--- src/rtl/vga_timing_gen.sv ---
// VGA raster timing generator.
// A clock-enable divider paces horizontal/vertical counters; sync, data-enable,
// coordinates and line/frame strobes are registered from the post-increment
// counter values so they all change together, one clock after the enable.
// Optional colour-bar test pattern: define VGA_TIMING_TESTPAT_EN.
module vga_timing_gen #(
    parameter int DIV      = 5,
    parameter int H_ACTIVE = 640,
    parameter int H_FP     = 16,
    parameter int H_SYNC   = 96,
    parameter int H_BP     = 48,
    parameter int V_ACTIVE = 480,
    parameter int V_FP     = 10,
    parameter int V_SYNC   = 2,
    parameter int V_BP     = 33,
    parameter int HS_POL   = 0,
    parameter int VS_POL   = 0,
    localparam int H_TOTAL = H_ACTIVE + H_FP + H_SYNC + H_BP,
    localparam int V_TOTAL = V_ACTIVE + V_FP + V_SYNC + V_BP,
    localparam int XW      = $clog2(H_TOTAL),
    localparam int YW      = $clog2(V_TOTAL)
) (
    input  logic          iCLK,
    input  logic          iRESET,
    output logic          oPIX_CE,
    output logic          oHS,
    output logic          oVS,
    output logic          oDE,
    output logic [XW-1:0] oX,
    output logic [YW-1:0] oY,
    output logic          oLINE_START,
`ifdef VGA_TIMING_TESTPAT_EN
    output logic [7:0]    oRED,
    output logic [7:0]    oGRN,
    output logic [7:0]    oBLU,
`endif
    output logic          oFRAME_START
);

    // Bad geometry or divider would give a broken raster; refuse to build it.
    if (DIV < 1 || H_ACTIVE == 0 || H_FP == 0 || H_SYNC == 0 || H_BP == 0 ||
        V_ACTIVE == 0 || V_FP == 0 || V_SYNC == 0 || V_BP == 0) begin : g_bad_params
        $error("vga_timing_gen: illegal DIV or zero-length timing interval");
    end

    localparam int DW = (DIV > 1) ? $clog2(DIV) : 1;
    localparam logic [DW-1:0] DIV_LAST = DW'(DIV - 1);

    localparam logic [XW-1:0] H_LAST   = XW'(H_TOTAL - 1);
    localparam logic [XW-1:0] H_ACT    = XW'(H_ACTIVE);
    localparam logic [XW-1:0] HS_BEGIN = XW'(H_ACTIVE + H_FP);
    localparam logic [XW-1:0] HS_END   = XW'(H_ACTIVE + H_FP + H_SYNC);

    localparam logic [YW-1:0] V_LAST   = YW'(V_TOTAL - 1);
    localparam logic [YW-1:0] V_ACT    = YW'(V_ACTIVE);
    localparam logic [YW-1:0] VS_BEGIN = YW'(V_ACTIVE + V_FP);
    localparam logic [YW-1:0] VS_END   = YW'(V_ACTIVE + V_FP + V_SYNC);

    localparam logic HS_ON = (HS_POL != 0);
    localparam logic VS_ON = (VS_POL != 0);

    logic [DW-1:0] r_div_cnt;
    logic [XW-1:0] r_h_cnt;
    logic [YW-1:0] r_v_cnt;
    logic          r_pix_ce;
    logic          r_hs;
    logic          r_vs;
    logic          r_de;
    logic          r_line_start;
    logic          r_frame_start;

    logic          w_ce;
    logic          w_h_wrap;
    logic [XW-1:0] w_h_next;
    logic [YW-1:0] w_v_next;
    logic          w_de_next;
    logic          w_hs_act;
    logic          w_vs_act;

    assign w_ce     = (r_div_cnt == DIV_LAST);
    assign w_h_wrap = w_ce && (r_h_cnt == H_LAST);

    // Post-increment counter values; outputs are decoded from these so they
    // land in the same edge as the counters themselves.
    always_comb begin
        w_h_next = r_h_cnt;
        w_v_next = r_v_cnt;
        if (w_ce) begin
            w_h_next = w_h_wrap ? '0 : r_h_cnt + XW'(1);
        end
        if (w_h_wrap) begin
            w_v_next = (r_v_cnt == V_LAST) ? '0 : r_v_cnt + YW'(1);
        end
    end

    assign w_de_next = (w_h_next < H_ACT) && (w_v_next < V_ACT);
    assign w_hs_act  = (w_h_next >= HS_BEGIN) && (w_h_next < HS_END);
    assign w_vs_act  = (w_v_next >= VS_BEGIN) && (w_v_next < VS_END);

`ifdef VGA_TIMING_TESTPAT_EN
    localparam int BAR_W = H_ACTIVE / 8;

    logic [2:0] w_bar;
    logic [7:0] r_red;
    logic [7:0] r_grn;
    logic [7:0] r_blu;

    // Bar index by threshold compare; avoids a divider on the pixel path.
    always_comb begin
        w_bar = 3'd0;
        for (int k = 1; k < 8; k++) begin
            if (w_h_next >= XW'(k * BAR_W)) begin
                w_bar = 3'(k);
            end
        end
    end

    // Bars run white, yellow, cyan, green, magenta, red, blue, black, which
    // maps each channel onto one inverted bit of the bar index.
    always_ff @(posedge iCLK) begin
        if (iRESET) begin
            r_red <= 8'h00;
            r_grn <= 8'h00;
            r_blu <= 8'h00;
        end else if (w_ce) begin
            r_red <= (w_de_next && !w_bar[1]) ? 8'hFF : 8'h00;
            r_grn <= (w_de_next && !w_bar[2]) ? 8'hFF : 8'h00;
            r_blu <= (w_de_next && !w_bar[0]) ? 8'hFF : 8'h00;
        end
    end

    assign oRED = r_red;
    assign oGRN = r_grn;
    assign oBLU = r_blu;
`endif

    // Divider, raster counters and registered decode; decode only moves on ce
    // so the reset values hold until the first pixel.
    always_ff @(posedge iCLK) begin
        if (iRESET) begin
            r_div_cnt     <= '0;
            r_h_cnt       <= '0;
            r_v_cnt       <= '0;
            r_pix_ce      <= 1'b0;
            r_hs          <= !HS_ON;
            r_vs          <= !VS_ON;
            r_de          <= 1'b0;
            r_line_start  <= 1'b0;
            r_frame_start <= 1'b0;
        end else begin
            r_div_cnt     <= w_ce ? '0 : r_div_cnt + DW'(1);
            r_h_cnt       <= w_h_next;
            r_v_cnt       <= w_v_next;
            r_pix_ce      <= w_ce;
            r_line_start  <= w_ce && (w_h_next == '0);
            r_frame_start <= w_ce && (w_h_next == '0) && (w_v_next == '0);
            if (w_ce) begin
                r_de <= w_de_next;
                r_hs <= w_hs_act ? HS_ON : !HS_ON;
                r_vs <= w_vs_act ? VS_ON : !VS_ON;
            end
        end
    end

    assign oPIX_CE      = r_pix_ce;
    assign oHS          = r_hs;
    assign oVS          = r_vs;
    assign oDE          = r_de;
    assign oX           = r_h_cnt;
    assign oY           = r_v_cnt;
    assign oLINE_START  = r_line_start;
    assign oFRAME_START = r_frame_start;

endmodule

--- config.mk ---
export PLATFORM = sky130hd
export DESIGN_NAME = vga_timing_gen
export DESIGN_NICKNAME = d
export VERILOG_FILES = /design/src/rtl/vga_timing_gen.sv
export SDC_FILE = /design/constraint.sdc
export NUM_CORES = 1
export LEC_CHECK = 0
export ABC_AREA = 1
export BUFFER_PORTS_ARGS = -buffer_cell sky130_fd_sc_hd__buf_4
export CAP_MARGIN = 30
export CORE_UTILIZATION = 44
export CTS_CLUSTER_DIAMETER = 50
export DETAILED_ROUTE_END_ITERATION = 6
export HOLD_SLACK_MARGIN = 0.05
export MAX_ROUTING_LAYER = met4
export SYNTH_ARGS = -nofsm -noshare
export SYNTH_HDL_FRONTEND = slang
export SYNTH_SLANG_ARGS = --single-unit
--- constraint.sdc ---
create_clock -name iCLK -period 2.3 [get_ports iCLK]
set_input_delay 0.23 -clock iCLK [delete_from_list [all_inputs] [get_ports iCLK]]
set_output_delay 0.23 -clock iCLK [all_outputs]
set_load 0.1 [all_outputs]
==> results.md <==
* Die W at 65.08 um
* Hold path start: iRESET
* Worst-Margin Slew at just under 0.4 ns
* Delay of the slowest cell on the worst path at about 0.40 ns
* Setup TNS at 0 ns
* Slew margin rel. at 73.69%
* Total grt overflow at 0
* Vias in the first global route at around 1600
* WP data arrival at ~2.1 ns
* Crit path cell chain: ha_1 > inv_1 > nor2_1 > nand3_1 > nand2_1 > nand2_1 > nor2_1 > nor2_1 > nor2_1 > nand2_1 > nor2_1 > nor2_1
* Setup violators final at 0
* DRT antenna net count at 0
* Hold buffers post-CTS at 0
* Routability Congestion at ~0.90
* Cts repair resizes at 0
* Top-area cell type share of the netlist area at roughly 33%
* Antenna cell count at 0
* Hold_ws at between 0.2 and 0.3 ns
* Syn Inst Count at about 270
* DRC Markers at 0
* Fin crit period at ~1.9 ns
* Mean Syn Cell Area at between 6 and 7 um2
* DR iter-0 viols at 91
* Placement Setup Slack at roughly 0.48 ns
* PortBufs at 27
* CTS clk-pin slew, worst paths at approximately 0.070 ns
* FF-to-FF setup slack at between 0.4 and 0.5 ns
* Power Density at 500.9 nW/um2
* Most frequent CP cell: nor2_1
* R2r worst-path depth at 12
* RSZ-0062 raised after global routing: false
* Root Buffer: clkbuf_8
* Max VDD drop at about 0.00034 V
* Leakage at around 1.1 nW
* Worst hold path depth at 2
* Clk Latency, worst-skew pair at ~0.29 ns
* Register bit total from synthesis at 29
* Chip Height at between 60 and 70 um
* First-pass GRT wire length at 7396 um
* Die ar. at about 4200 um2
* CP Max Fanout at 8
* Top_reg_cell synth: dfxtp_1
* Row count at 22
* Leading area contributor after synthesis: dfxtp_1
* Slowest CP cell: dfxtp_2
* Setup bufs post-CTS at 0
* Hold WC Path Type: primary input to flop
* WL final at about 4400 um
* Highest routed metal layer: met4
* Final setup margin at around 0.43 ns
* CP startpoint kind: flop
* GR Util All Layers at 24.02%
* FFs w/ async S/R, synth at 0%
* Library cells used by synthesis at 27
* Synthesized area at about 1800 um2
* Final period utilization at slightly above 80%
* Routed length on met3 at about 160 um
* Fillers at between 300 and 400
* H-tree depth at 2
* Share of layout cells above drive strength 1 at between 10% and 20%
* Total of max-cap violations at 0
* Largest net degree at the start of global routing at 23
* CTS Buf Count at 5
* Initial antenna violation count at 0
* Reg2Reg Capture Point: oVS$_SDFFE_PP1N_
* Bufs on Longest Clock Path at 2
* Layout area overhead at 21.09%
* Register area at about 600 um2
* CP endpoint kind: flop
* Via count at 1739
* Endpoints failing hold at 0
* Non-filler cells, final at between 300 and 400
* Post-synthesis net count at 280
* Slew Limit Fails at 0
* Dpl cells at ~350
* WL/cell at 12.30 um
* Io pins at 28
* CP required at between 2 and 2.5 ns
* Met2 WL at 1778 um
* Synth area leaders: dfxtp_1, nand2_1, nor2_1
* Worst Hold Path EP: oX[8]$_SDFF_PP0_
* Routed vias/inst at around 4.9
* Crit path kind: flop to flop
* F_max at ~540 MHz
* Starting density of the core at a little under half
* Worst path bufs/invs at 1
* CTS tree: built
* Sequential area share after synthesis at roughly a third
* Pwr Total at roughly 1.1 mW
* Number of synthesized flops with an enable pin at 0
* Commonest cells post-synth: nand2_1, nor2_1, inv_1
* Core Area at about 3700 um2
* Nets at 313
* Yosys warning count at 0
* Worst R2R Start: oY[0]$_SDFF_PP0_
* DRT Pass-1 Iters at 4
* Clock Skews at between 0.008 and 0.009 ns
* Met1 wire length at roughly 2400 um
* Top-count cell post-synth: nand2_1
* Largest delay contributor family on the critical path: simple AND/OR/NAND/NOR gates
* Sink Count at 29
* Hpwl dp at 3365 um
* Status: finished clean
* Area of the multi-input gates at 1018 um2
## worst max path at each step
stage	from	depth (start not counted)	end	slack, ns
after detailed placement	r_div_cnt[0]$_SDFF_PP0_	13	oVS$_SDFFE_PP1N_	0.48
final	oY[0]$_SDFF_PP0_	12	oVS$_SDFFE_PP1N_	0.43
after global routing	oY[0]$_SDFF_PP0_	12	oVS$_SDFFE_PP1N_	0.12
after floorplan	oX[2]$_SDFF_PP0_	11	oVS$_SDFFE_PP1N_	0.04
after global placement	oY[0]$_SDFF_PP0_	12	oVS$_SDFFE_PP1N_	0.49
after CTS	r_div_cnt[0]$_SDFF_PP0_	13	oVS$_SDFFE_PP1N_	0.46
## per-layer routing
layer,up-vias,track usage (%)
met5,-,-
li1,925,-
met2,33,33.46
met4,0,7.337
met1,774,33.83
met3,7,5.986
## cells in the final DEF (no fill, tap or decap), types with 2 or more instances in the layout
cell / count
a21oi_1: 5
buf_4: 28
clkbuf_8: 7
dfxtp_1: 25
dfxtp_2: 4
ha_1: 5
inv_1: 35
nand2_1: 67
nand2_2: 3
nand2_4: 4
nand3_1: 22
nand3_2: 2
nand4_1: 10
nor2_1: 64
nor2_2: 3
nor2_8: 2
nor3_1: 2
o21ai_0: 5
o21bai_1: 2
xnor2_1: 2
## where the power goes
| part | leakage, nW | switching (mW) | internal [mW] | total (mW) |
|---|---|---|---|---|
| logic | 0.797 | 0.0538 | 0.0184 | 0.0721 |
| registers | 0.236 | 0.00696 | 0.512 | 0.519 |
| clock network | 0.0542 | 0.201 | 0.270 | 0.471 |
| total | 1.09 | 0.262 | 0.800 | 1.06 |
## cell type report
cell class / instances / area share, %
clock buffers: 7 / 4.545
flip-flops and latches: 29 / 27.63
well taps: 48 / 2.834
repair buffers: 28 / 9.917
clock inverters: 1 / 0.2361
inverters: 37 / 6.789
multi-input cells: 205 / 48.05
## per-stage QoR
step           cell area (um2)  util, %
6_report                  2120    56.62
5_1_grt                   2120    56.62
4_1_cts                   2120    56.62
3_5_place_dp              2018    53.91
3_3_place_gp              2018    53.91
2_1_floorplan             1755        -
## cells by family (layout without fill, tap and decap cells)
group / count (synthesis) / in the layout / synth area share (%)
AOI/OAI and AO/OA: 15 / 15 / 4.789
DFF: 29 / 29 / 33.17
buffers and inverters: 39 / 73 / 8.649
xor gates and xnor gates: 2 / 2 / 1.001
adders and majority gates: 5 / 5 / 3.574
and+or+nand+nor: 183 / 183 / 48.82
## sequential cells by signal, summed over array words and instances, names as in the netlist
register and count:
oDE 1, oFRAME_START 1, oHS 1, oLINE_START 1
oPIX_CE 1, oVS 1, oX 10, oY 10
r_div_cnt 3
(Power assumes the default switching activity.)
